--- src/rtl/yj_basic_pkg.sv ---
// yj_basic_pkg
// Shared definitions for the yj_basic CDC handshake blocks: FSM state
// encoding and the timeout counter width.
package yj_basic_pkg;

  localparam logic ST_IDLE     = 1'b0;
  localparam logic ST_WAIT_ACK = 1'b1;

  localparam int unsigned CDC_TO_W = 16;

  typedef enum logic {
    IDLE     = ST_IDLE,
    WAIT_ACK = ST_WAIT_ACK
  } cdc_tx_state_t;

endpackage : yj_basic_pkg

--- src/rtl/yj_basic_ack_sync.sv ---
// yj_basic_ack_sync
// Single-bit flop-chain synchronizer. Used on tx_ack by the transmitter and
// reusable on tx_req by the far-side receiver.
// Ports:
//   CLK - destination-domain clock
//   RST - asynchronous active-high reset (chain clears to 0)
//   d   - asynchronous input level
//   q   - synchronized level, SYNC_STAGES edges after d settles
module yj_basic_ack_sync #(
  parameter int unsigned SYNC_STAGES = 2
) (
  input  logic CLK,
  input  logic RST,
  input  logic d,
  output logic q
);

  logic [SYNC_STAGES-1:0] sync_q;

  // Shift the asynchronous level through the chain; bit 0 is the metastable stage.
  always_ff @(posedge CLK or posedge RST) begin
    if (RST) begin
      sync_q <= '0;
    end else begin
      sync_q <= {sync_q[SYNC_STAGES-2:0], d};
    end
  end

  assign q = sync_q[SYNC_STAGES-1];

endmodule : yj_basic_ack_sync

--- src/rtl/yj_basic_cdc_handshake_tx.sv ---
// yj_basic_cdc_handshake_tx
// Transmit side of a toggle request/acknowledge clock-domain crossing. Takes
// one word from a valid/ready source, holds it on tx_data and toggles tx_req,
// then waits for tx_ack (synchronized locally) to match tx_req before taking
// the next word. At most one word is in flight.
// Optional feature: define YJ_BASIC_CDC_TX_TIMEOUT_EN to add the TIMEOUT
// parameter, a saturating wait counter and the sticky timeout_err output.
// Ports:
//   CLK         - sending-domain clock
//   RST         - asynchronous active-high reset
//   in_valid    - source has a word on in_data
//   in_ready    - block can accept a word this cycle (from registers only)
//   in_data     - word to transfer
//   tx_req      - request toggle level to the far domain
//   tx_data     - held data word, stable while busy
//   tx_ack      - acknowledge toggle from the far domain (asynchronous)
//   busy        - transfer outstanding
//   timeout_err - sticky wait timeout flag (macro builds only)
module yj_basic_cdc_handshake_tx
  import yj_basic_pkg::*;
#(
  parameter int unsigned DW          = 32,
  parameter int unsigned SYNC_STAGES = 2
`ifdef YJ_BASIC_CDC_TX_TIMEOUT_EN
  ,
  parameter int unsigned TIMEOUT     = 255
`endif
) (
  input  logic          CLK,
  input  logic          RST,
  input  logic          in_valid,
  output logic          in_ready,
  input  logic [DW-1:0] in_data,
  output logic          tx_req,
  output logic [DW-1:0] tx_data,
  input  logic          tx_ack,
  output logic          busy
`ifdef YJ_BASIC_CDC_TX_TIMEOUT_EN
  ,
  output logic          timeout_err
`endif
);

  cdc_tx_state_t state;
  cdc_tx_state_t state_nxt;
  logic          ack_s;
  logic          accept;

  // Bring the far-domain acknowledge into CLK.
  yj_basic_ack_sync #(
    .SYNC_STAGES (SYNC_STAGES)
  ) u_ack_sync (
    .CLK (CLK),
    .RST (RST),
    .d   (tx_ack),
    .q   (ack_s)
  );

  // A mismatched ack in IDLE (spurious toggle) also blocks acceptance.
  assign in_ready = (state == IDLE) && (ack_s == tx_req);
  assign busy     = (state == WAIT_ACK);

  // State register.
  always_ff @(posedge CLK or posedge RST) begin
    if (RST) begin
      state <= IDLE;
    end else begin
      state <= state_nxt;
    end
  end

  // Next state and accept strobe.
  always_comb begin
    state_nxt = state;
    accept    = 1'b0;
    case (state)
      IDLE: begin
        if (in_valid && (ack_s == tx_req)) begin
          accept    = 1'b1;
          state_nxt = WAIT_ACK;
        end
      end
      WAIT_ACK: begin
        if (ack_s == tx_req) begin
          state_nxt = IDLE;
        end
      end
      default: state_nxt = IDLE;
    endcase
  end

  // Launch register: data and request change only on accept.
  always_ff @(posedge CLK or posedge RST) begin
    if (RST) begin
      tx_req  <= 1'b0;
      tx_data <= '0;
    end else if (accept) begin
      tx_req  <= ~tx_req;
      tx_data <= in_data;
    end
  end

`ifdef YJ_BASIC_CDC_TX_TIMEOUT_EN
  logic [CDC_TO_W-1:0] to_cnt;
  logic [CDC_TO_W-1:0] to_cnt_inc;

  assign to_cnt_inc = (to_cnt == '1) ? to_cnt : to_cnt + CDC_TO_W'(1);

  // Count cycles spent waiting; the flag is sticky and never aborts the wait.
  always_ff @(posedge CLK or posedge RST) begin
    if (RST) begin
      to_cnt      <= '0;
      timeout_err <= 1'b0;
    end else if (accept) begin
      to_cnt <= '0;
    end else if (state == WAIT_ACK) begin
      to_cnt <= to_cnt_inc;
      if (to_cnt_inc >= CDC_TO_W'(TIMEOUT)) begin
        timeout_err <= 1'b1;
      end
    end
  end
`endif

endmodule : yj_basic_cdc_handshake_tx

--- config.mk ---
export PLATFORM = sky130hd
export DESIGN_NAME = yj_basic_cdc_handshake_tx
export DESIGN_NICKNAME = d
export VERILOG_FILES = /design/src/rtl/yj_basic_pkg.sv /design/src/rtl/yj_basic_ack_sync.sv /design/src/rtl/yj_basic_cdc_handshake_tx.sv
export SDC_FILE = /design/constraint.sdc
export NUM_CORES = 1
export LEC_CHECK = 0
export ABC_AREA = 0
export CAP_MARGIN = 40
export CORE_ASPECT_RATIO = 0.5
export CORE_MARGIN = 8
export CORE_UTILIZATION = 43
export CTS_CLUSTER_DIAMETER = 50
export DETAILED_ROUTE_END_ITERATION = 10
export PLACE_DENSITY = 0.84
export SLEW_MARGIN = 20
export SYNTH_ARGS = -nofsm -noshare
export SYNTH_HDL_FRONTEND = slang
export SYNTH_SLANG_ARGS = --single-unit
--- constraint.sdc ---
create_clock -name CLK -period 4.51 [get_ports CLK]
set_clock_uncertainty 0.05 [all_clocks]
set_input_delay 0.6765 -clock CLK [delete_from_list [all_inputs] [get_ports CLK]]
set_output_delay 0.6765 -clock CLK [all_outputs]
set_load 0.03 [all_outputs]
==> Yosys cells after proc, flatten, opt, wreduce, memory -nomap -nowiden <==
Index checks and enable logic that the tools add are counted.
{ "totals": {"reg_bits": 36, "in_bits": 36, "output_inout_bits": 35, "wordCells": 13} }
{ "op_classes": {"n_eq_ne": 1, "n_mux": 4, "bitwise_logic": 2, "n_reduce_logical": 2} }
{ "op_table": {"columns": ["op", "n"], "rows": [
  ["$mux W1", 3],
  ["$logic_and A1 B1 Y1", 2],
  ["$not A1 Y1", 2],
  ["$pmux W1 S2", 1],
  ["$eq A1 B1 Y1", 1]
]} }

==> Longest topological paths before layout <==
Gate-level depths: netlist of the first run.
{ "depth": {"word_depth": 4, "depth_mapped": 4, "mapped_depth_nobuf": 3} }

==> Cells and area by module <==
Synthesis of the first run repeated with hierarchy kept, for this count alone.
{ "unflattened": {"hier_cells": 80, "hier_area_um2": 1466.4} }
{ "modules_own_cells": {"columns": ["module", "instances", "cells_each", "area_each_um2", "seq_area_each_um2"], "rows": [
  ["yj_basic_cdc_handshake_tx", 1, 77, 1412.6, 850.8],
  ["yj_basic_ack_sync", 1, 3, 53.8, 50.0]
]} }

==> Worst setup path after synthesis of the first run <==
No wires, ideal clock.
{ "synth_path": {"kind": "reg2out", "start": "register tx_req", "end": "output port in_ready", "arrival_time_ns": 1.180, "slack_ns": 2.604, "path_stages_with_launch": 3, "n_path_buf": 0, "path_cell_list": "dfrtp_1 > xor2_2 > nor2_1"} }
{ "synth_via": {"elab_chain_cells": 2} }
{ "synth_rtl": {"columns": ["item", "line_no", "text"], "rows": [
  ["start: declaration", "yj_basic_cdc_handshake_tx.sv:34", "output logic tx_req,"],
  ["start signal: assignment", "yj_basic_cdc_handshake_tx.sv:98", "tx_req <= ~tx_req;"],
  ["$eq A1 B1 Y1", "yj_basic_cdc_handshake_tx.sv:60", "assign in_ready = (state == IDLE) && (ack_s == tx_req);"],
  ["$logic_and A1 B1 Y1", "yj_basic_cdc_handshake_tx.sv:60", null],
  ["end: declaration", "yj_basic_cdc_handshake_tx.sv:32", "output logic in_ready,"]
]} }
No other way between the ends.

==> Final worst setup path of the first run <==
Ends and elaborated chain as after synthesis.

==> results of run 1 <==
## logic make-up (layout without fill, tap and decap cells)
| kind of cell | after synthesis | count (layout) | share of synthesized area (%) |
|---|---|---|---|
| compound gates | 2 | 2 | 0.9408 |
| xor+xnor | 1 | 1 | 1.112 |
| buf+inv | 4 | 81 | 2.566 |
| flops | 36 | 36 | 61.59 |
| mux | 32 | 32 | 32.08 |
| simple gates | 4 | 4 | 1.711 |
## sequential cells by signal, indices dropped and copies added (netlist names)
signal / cells
busy: 1
u_ack_sync.sync_q: 2
tx_req: 1
tx_data: 32
## cell usage after synthesis
| library cell | n |
|---|---|
| sky130_fd_sc_hd__a21o_2 | 1 |
| sky130_fd_sc_hd__buf_6 | 3 |
| sky130_fd_sc_hd__dfrtp_1 | 36 |
| sky130_fd_sc_hd__inv_1 | 1 |
| sky130_fd_sc_hd__mux2_2 | 3 |
| sky130_fd_sc_hd__mux2_4 | 29 |
| sky130_fd_sc_hd__nand2_1 | 1 |
| sky130_fd_sc_hd__nand2b_1 | 1 |
| sky130_fd_sc_hd__nor2_1 | 1 |
| sky130_fd_sc_hd__nor2_4 | 1 |
| sky130_fd_sc_hd__o21ai_0 | 1 |
| sky130_fd_sc_hd__xor2_2 | 1 |
## worst max-delay path, cell delays in order (launching register included)
cell	delay, ns
sky130_fd_sc_hd__dfrtp_1	0.44
sky130_fd_sc_hd__xor2_2	0.23
sky130_fd_sc_hd__nor2_1	0.12
sky130_fd_sc_hd__clkdlybuf4s50_1	0.69
## routing by layer
| metal | vias to the layer above | wire, um | global-route usage, % |
|---|---|---|---|
| met2 | 19 | 1933 | 23.73 |
| met1 | 465 | 1295 | 12.99 |
| li1 | 420 | - | - |
| met4 | 0 | 46 | 5.184 |
| met5 | - | 0 | 0 |
| met3 | 5 | 170 | 4.970 |
## power breakdown
group | total, mW | internal, mW | leakage [nW] | switching, mW
clock network | 0.277 | 0.163 | 0.0541 | 0.114
registers | 0.577 | 0.480 | 0.426 | 0.0969
logic | 1.05 | 0.540 | 0.540 | 0.511
total | 1.90 | 1.18 | 1.02 | 0.721
## final cells by class
type,count,share of cell area (%)
repair buffers,72,31.60
clock inverters,3,1.827
multi-input cells,39,22.51
well taps,42,2.257
flip-flops and latches,36,38.69
clock buffers,5,2.955
inverters,1,0.1612
## path summary, 6_finish.rpt
kind | startpoint | endpoint | slack, ns | depth (start not counted)
worst max-delay path | tx_req | in_ready | 2.03 | 3
worst min-delay path | u_ack_sync.sync_q[0] | u_ack_sync.sync_q[1] | 0.31 | 0
worst max register to register | tx_req | tx_data[23] | 2.55 | 4
worst min register to register | u_ack_sync.sync_q[0] | u_ack_sync.sync_q[1] | 0.31 | 0
max in group asynchronous | RST | tx_data[10] | 3.35 | 3
min in group asynchronous | RST | tx_data[2] | 0.75 | 3
==> run summary, run 1 <==
The run finished with clean final reports. The via density per instance came out at 4.591. After synthesis, the largest area contributor takes up approximately 62% of total cell area. The number of nets handed over by synthesis was 115. The H-tree depth is 2. The routed length per placed instance came out at about 17 um. The maximum number of pins on one net before global-route repair is 37. The initial standard-cell utilization of the core came out at between 40% and 50%. The power per standard cell area came out at 818.0 nW/um2. The cell row count came out at 15.

The aggregate global-route resource usage is 12.88%. Measured on the finished design, the core utilization comes to 69.70%. Total power for the finished layout comes to ~1.9 mW. The cell area that synthesis handed to floorplanning was 1463 um2. The number of resized instances in the post-cts repair step is 0.

The routability-driven placement congestion ratio is between 0.6 and 0.7. From bottom edge to top edge, the die measures 57.24 um. The number of failing setup endpoints in the final timing report is 0.

Setup repair after global routing left no endpoint under its margin. The least setup slack across all paths after layout came out at around 2.0 ns. The number of DRC violations after detailed-routing iteration 0 is 23. The setup TNS after final layout is 0 ns. The sequential fraction of the synthesis area is 61.59%.

The number of design rule violations left after detail routing is 0. The total area of multi-input combinational cells is 524.3 um2. The worst pin sits at a relative slew slack of 55.68%. The final non-filler cell area is 2328 um2. The global-route congestion overflow total came out at 0. The count of input and output buffers came out at 70. The final routed wirelength across all metal layers came out at 3446 um. The routed layout has 909 vias. The library cells used most frequently in the layout, excluding fill and tap cells, are sky130_fd_sc_hd__clkdlybuf4s50_1 (70), sky130_fd_sc_hd__dfrtp_1 (36), sky130_fd_sc_hd__mux2_4 (29), sky130_fd_sc_hd__clkbuf_8 (5), sky130_fd_sc_hd__mux2_2 (3). Static timing analysis puts the maximum clock frequency at 0.4030 GHz. Synthesis produced a netlist whose cell count is ~80. The maximum vdd ir drop is roughly 0.35 mV. STA puts the critical path data arrival time at 1.75 ns. The required time of the critical path came out at ~3.8 ns.

TritonCTS built the clock tree. The number of fill cells is 223. The number of top-level pins is 71.

The total of hold buffers inserted after clock tree synthesis is 0. Before antenna repair, the detailed router went through 4 iterations. The synthesis-stage register bit count came out at 36.

The number of antenna violations at the first check in global routing is 0. Counting the buffers created by CTS gives 5. In this run the deepest clock path goes through 2 buffers. The final critical path time including I/O delays and setup came out at 2.481 ns. The critical path is of the flop to primary output type. The post-CTS clock slew at the launch and capture registers of the worst setup and hold paths came out at 0.07 ns. The first global-routing pass estimated about 5600 um of wire. The antenna diode count came out at 0.

OpenSTA, run right after detailed placement, puts the worst setup slack at about 1.9 ns. The final-report max-slew violation count is 0. The analysis attributes to cell leakage a power of 1.020 nW. The die outline width came out at 98.48 um. Detailed placement ended at an HPWL of between 2000 and 3000 um. The clock root buffer is sky130_fd_sc_hd__clkbuf_8. The cell count after placement is 190. The via count of the first global-routing pass came out at 1063.

The largest fanout of any net on the critical path came out at 3. Leaving out fill and tap cells, the most frequent cell in the layout is sky130_fd_sc_hd__clkdlybuf4s50_1. The area of the die is ~5600 um2. The worst setup path is captured at a primary output. The final period utilization came out at 55.01%. The actual transition at the worst max-transition pin came out at 0.6633 ns. CTS saw 36 sinks. The worst hold slack is 0.3054 ns. The tool flagged a number of max-cap violations equal to 0.

The count of synthesis-stage warnings from yosys came out at 0. STA classifies the critical path startpoint as a flop. Registers take 900.9 um2.

Relative to the synthesized area, the layout overhead comes to 59.20%. The average cell area after synthesis is 18.51 um2. The core footprint came out at around 3300 um2. After the last flow step, the layout net total stands at 191. In this run the remaining antenna-violating nets after routing total 0. The class of the tightest hold or removal check is flop to flop. The number of cells in the finished layout apart from fillers is 198. The synthesized netlist contains 12 unique library cells.

Sorting the synthesized cells by area gives the leading types as sky130_fd_sc_hd__dfrtp_1 (62%), sky130_fd_sc_hd__mux2_4 (30%), sky130_fd_sc_hd__buf_6 (2.3%). Once placement finished, the instance area stood at about 2200 um2. The post-synthesis cell type with the largest combined area is sky130_fd_sc_hd__dfrtp_1.

The post-route netlist has 28.85% of its cells at a drive strength greater than 1. For the worst-skew pair, the clock arrives at the later sink with an insertion delay of 0.28 ns. The total setup buffers inserted after CTS came out at 0. The number of failing hold endpoints at the final stage is 0.
Note: power is estimated with default switching activity, not from simulation.
==> run 2: changes to the inputs <==
Settings changed: CORE_UTILIZATION 43 to 36, PLACE_DENSITY 0.84 to 0.75.
Clock period 4.51 ns to 2.2 ns, I/O delays scaled along.
==> run 2 against run 1 <==
Compared with the run above:
- first-iteration DRC count decreased by 26%
- utilization decreased by 10 points
- wire length decreased by 1.3%
- sequential power increased by 100%
- combinational power increased by 100%
- non-clock buffer count increased by 1
- hold slack got worse by 0.0017 ns
- cell area decreased by 0.16%
- critical path depth unchanged
- critical endpoint unchanged
- largest cell class unchanged
- highest routed layer unchanged
==> run summary, run 2 (synthesized netlist as in run 1, its figures left out) <==
The run finished with clean final reports. The initial standard-cell utilization of the core came out at 37.47%. The number of design rule violations left after detail routing is 0. The setup slack at placement came out at 0.3834 ns. The count of antenna-violating nets left after detailed routing is 0. Along the worst hold path, the cell count comes to 0. The start point of the worst min-delay path is u_ack_sync.sync_q[0].

By startpoint and endpoint, the worst setup path is classified as flop to primary output. The type of origin of the critical path is a flop. In the final layout, the share of cells above drive strength 1 is 29.30%. The number of search-and-repair iterations in the first detailed-routing pass is 2.

The area of the die is 6482 um2. The global-route wire length before repair came out at 5388 um. The routed design has between 3000 and 4000 um of wire. Dividing the final minimum period by the clock period gives 94.12%. The endpoint type of the worst setup path is a primary output. The met2 wirelength from detailed routing came out at between 1500 and 2000 um.

On the critical path, the stage with the largest delay is an instance of sky130_fd_sc_hd__clkdlybuf4s50_1. The kind of cell with the highest combined delay along the critical path is buffers and inverters. Walking the worst path, the cells encountered are xor2_2, nor2_1, clkdlybuf4s50_1. The library cell used most frequently in the layout, excluding fill and tap cells, is sky130_fd_sc_hd__clkdlybuf4s50_1. The antenna diode count is 0. The worst register-to-register path begins at tx_req. The die outline width is ~110 um. The endpoint identified for the worst register-to-register timing path is tx_data[5]. The routability-driven placement congestion ratio is approximately 0.65. The clock period could shrink to 2.071 ns. The total of hold buffers inserted after clock tree synthesis came out at 0. The final non-filler cell area came out at ~2300 um2. Measured against its own limit, the worst slew margin works out to 69.97%. The number of failing hold endpoints at the final stage came to 0. In this run the worst hold path is classified as flop to flop. For hold timing, the worst endpoint is u_ack_sync.sync_q[1]. Buffers added to address setup during post-CTS repair amount to 0. The critical path buffer and inverter count came out at 1. The aggregate global-route resource usage came out at 10.81%. The cell row count is 16. The register-to-register setup slack came out at 0.64 ns. After clock tree synthesis, the clock-pin slew on the worst setup and hold paths is 0.07 ns. Setup repair after global routing left no endpoint under its margin. For this design the ratio of total power to cell area is 1633 nW/um2. The number of flip-flops in the largest register came out at 32. Once the clock tree was built, the resizer swapped 0 gates to a different size. Adding up every negative setup slack in the final design gives 0 ns.

In the routed layout, each cell is associated on average with a via count of 4.275. The clock net in this run drives a total of 36 sinks. The total met3 wirelength after detailed routing is about 140 um. After detailed routing, no signal wire sits above met4. The required time of the critical path came out at about 1.8 ns. The count of input and output buffers came out at 70. The depth of the critical timing path with buffers and inverters included came out at 3. The vertical extent of the die is about 61 um.

In this run the static leakage power is between 1 and 1.5 nW. The number of buffers on the longest clock path came out at 2. The actual transition at the worst max-transition pin came out at 0.4505 ns.

The region available for standard cell placement spans 3904 um2. In the final layout, the registers with the most flip-flops are tx_data x32, u_ack_sync.sync_q x2. The detailed router placed 902 vias in this run. The tree is rooted in a sky130_fd_sc_hd__clkbuf_8. The worst register-to-register path has a depth of 4.

Buffers inserted during clock tree synthesis total 5. Dividing the detail-routed wire length by the instance count gives between 15 and 20 um. The placed instances occupy a cell area of between 2000 and 2500 um2. The number of fill cells came out at 315. The clock latency reported for the late side of the worst-skew pair is between 0.2 and 0.3 ns. The number of violations of the max-capacitance limit came out at 0. The number of antenna violations at the first check in global routing is 0. The via count of the first global-routing pass was between 1000 and 1500.

Compared with the post-synthesis result, the final layout area differs by 58.94%. Once routing completed, OpenROAD measured the worst setup slack at 0.1293 ns. For the worst setup path, the data arrival time is about 1.7 ns. The register with the most flip-flops in the final layout is tx_data. The maximum number of pins on one net before global-route repair is 37. The library cells used most frequently in the layout, excluding fill and tap cells, are sky130_fd_sc_hd__clkdlybuf4s50_1 (70), sky130_fd_sc_hd__dfrtp_1 (36), sky130_fd_sc_hd__mux2_4 (29), sky130_fd_sc_hd__clkbuf_8 (6), sky130_fd_sc_hd__mux2_2 (3). TritonCTS built the clock tree. The count of nets after finishing came out at ~190.

The maximum vdd ir drop came out at 0.5044 mV. The largest single stage delay on the critical path is 0.68 ns. The met1 layer wirelength in the final routing is 1456 um. The largest fanout of any net on the critical path is 3.

For this design the top-level I/O count stands at 71. The number of failing setup endpoints in the final timing report is 0. The number of DRC violations after detailed-routing iteration 0 came out at 17. After global routing the overflow that remains totals 0. The final-report max-slew violation count is 0.

The highest attainable clock frequency came out at 0.4829 GHz. The H-tree depth came out at 2.
==> run 2: how the worst max path moves through the flow <==
stage	start	end
final	tx_req	in_ready
after global routing	tx_req	in_ready
after CTS	tx_req	in_ready
after detailed placement	in_valid	tx_data[5]
after global placement	in_valid	tx_data[5]
after floorplan	tx_req	tx_data[0]
==> run 2: metrics by stage <==
step	instances	power [mW]	util, %	hold slack (ns)
final	211	3.796	59.55	0.3037
after global routing	211	3.993	59.55	0.3329
after CTS	211	3.854	59.55	0.3090
after detailed placement	203	3.357	57.18	0.2924
after global placement	203	3.324	57.18	0.2834
after floorplan	79	2.494	-	0.2812
==> run 2: area by class of cell <==
type	count	area, um2	share of cell area [%]
Inverter	1	3.754	0.1615
Clock buffer	6	82.58	3.552
Sequential cell	36	900.9	38.75
Tap cell	54	67.56	2.906
Multi-Input combinational cell	39	524.3	22.55
Timing Repair Buffer	73	735.7	31.65
Clock inverter	2	10.01	0.4306
==> run 2: per-layer routing <==
metal / global-route usage [%] / up-vias
li1: - / 423
met2: 18.73 / 20
met4: 4.158 / 0
met5: 0 / -
met1: 12.78 / 455
met3: 3.132 / 4
==> run 2: report_power, final <==
| part | switching [mW] | leakage, nW | internal, mW |
|---|---|---|---|
| Combinational | 1.04 | 0.542 | 1.10 |
| Clock | 0.230 | 0.0510 | 0.250 |
| Sequential | 0.185 | 0.426 | 0.984 |
| Total | 1.46 | 1.02 | 2.34 |
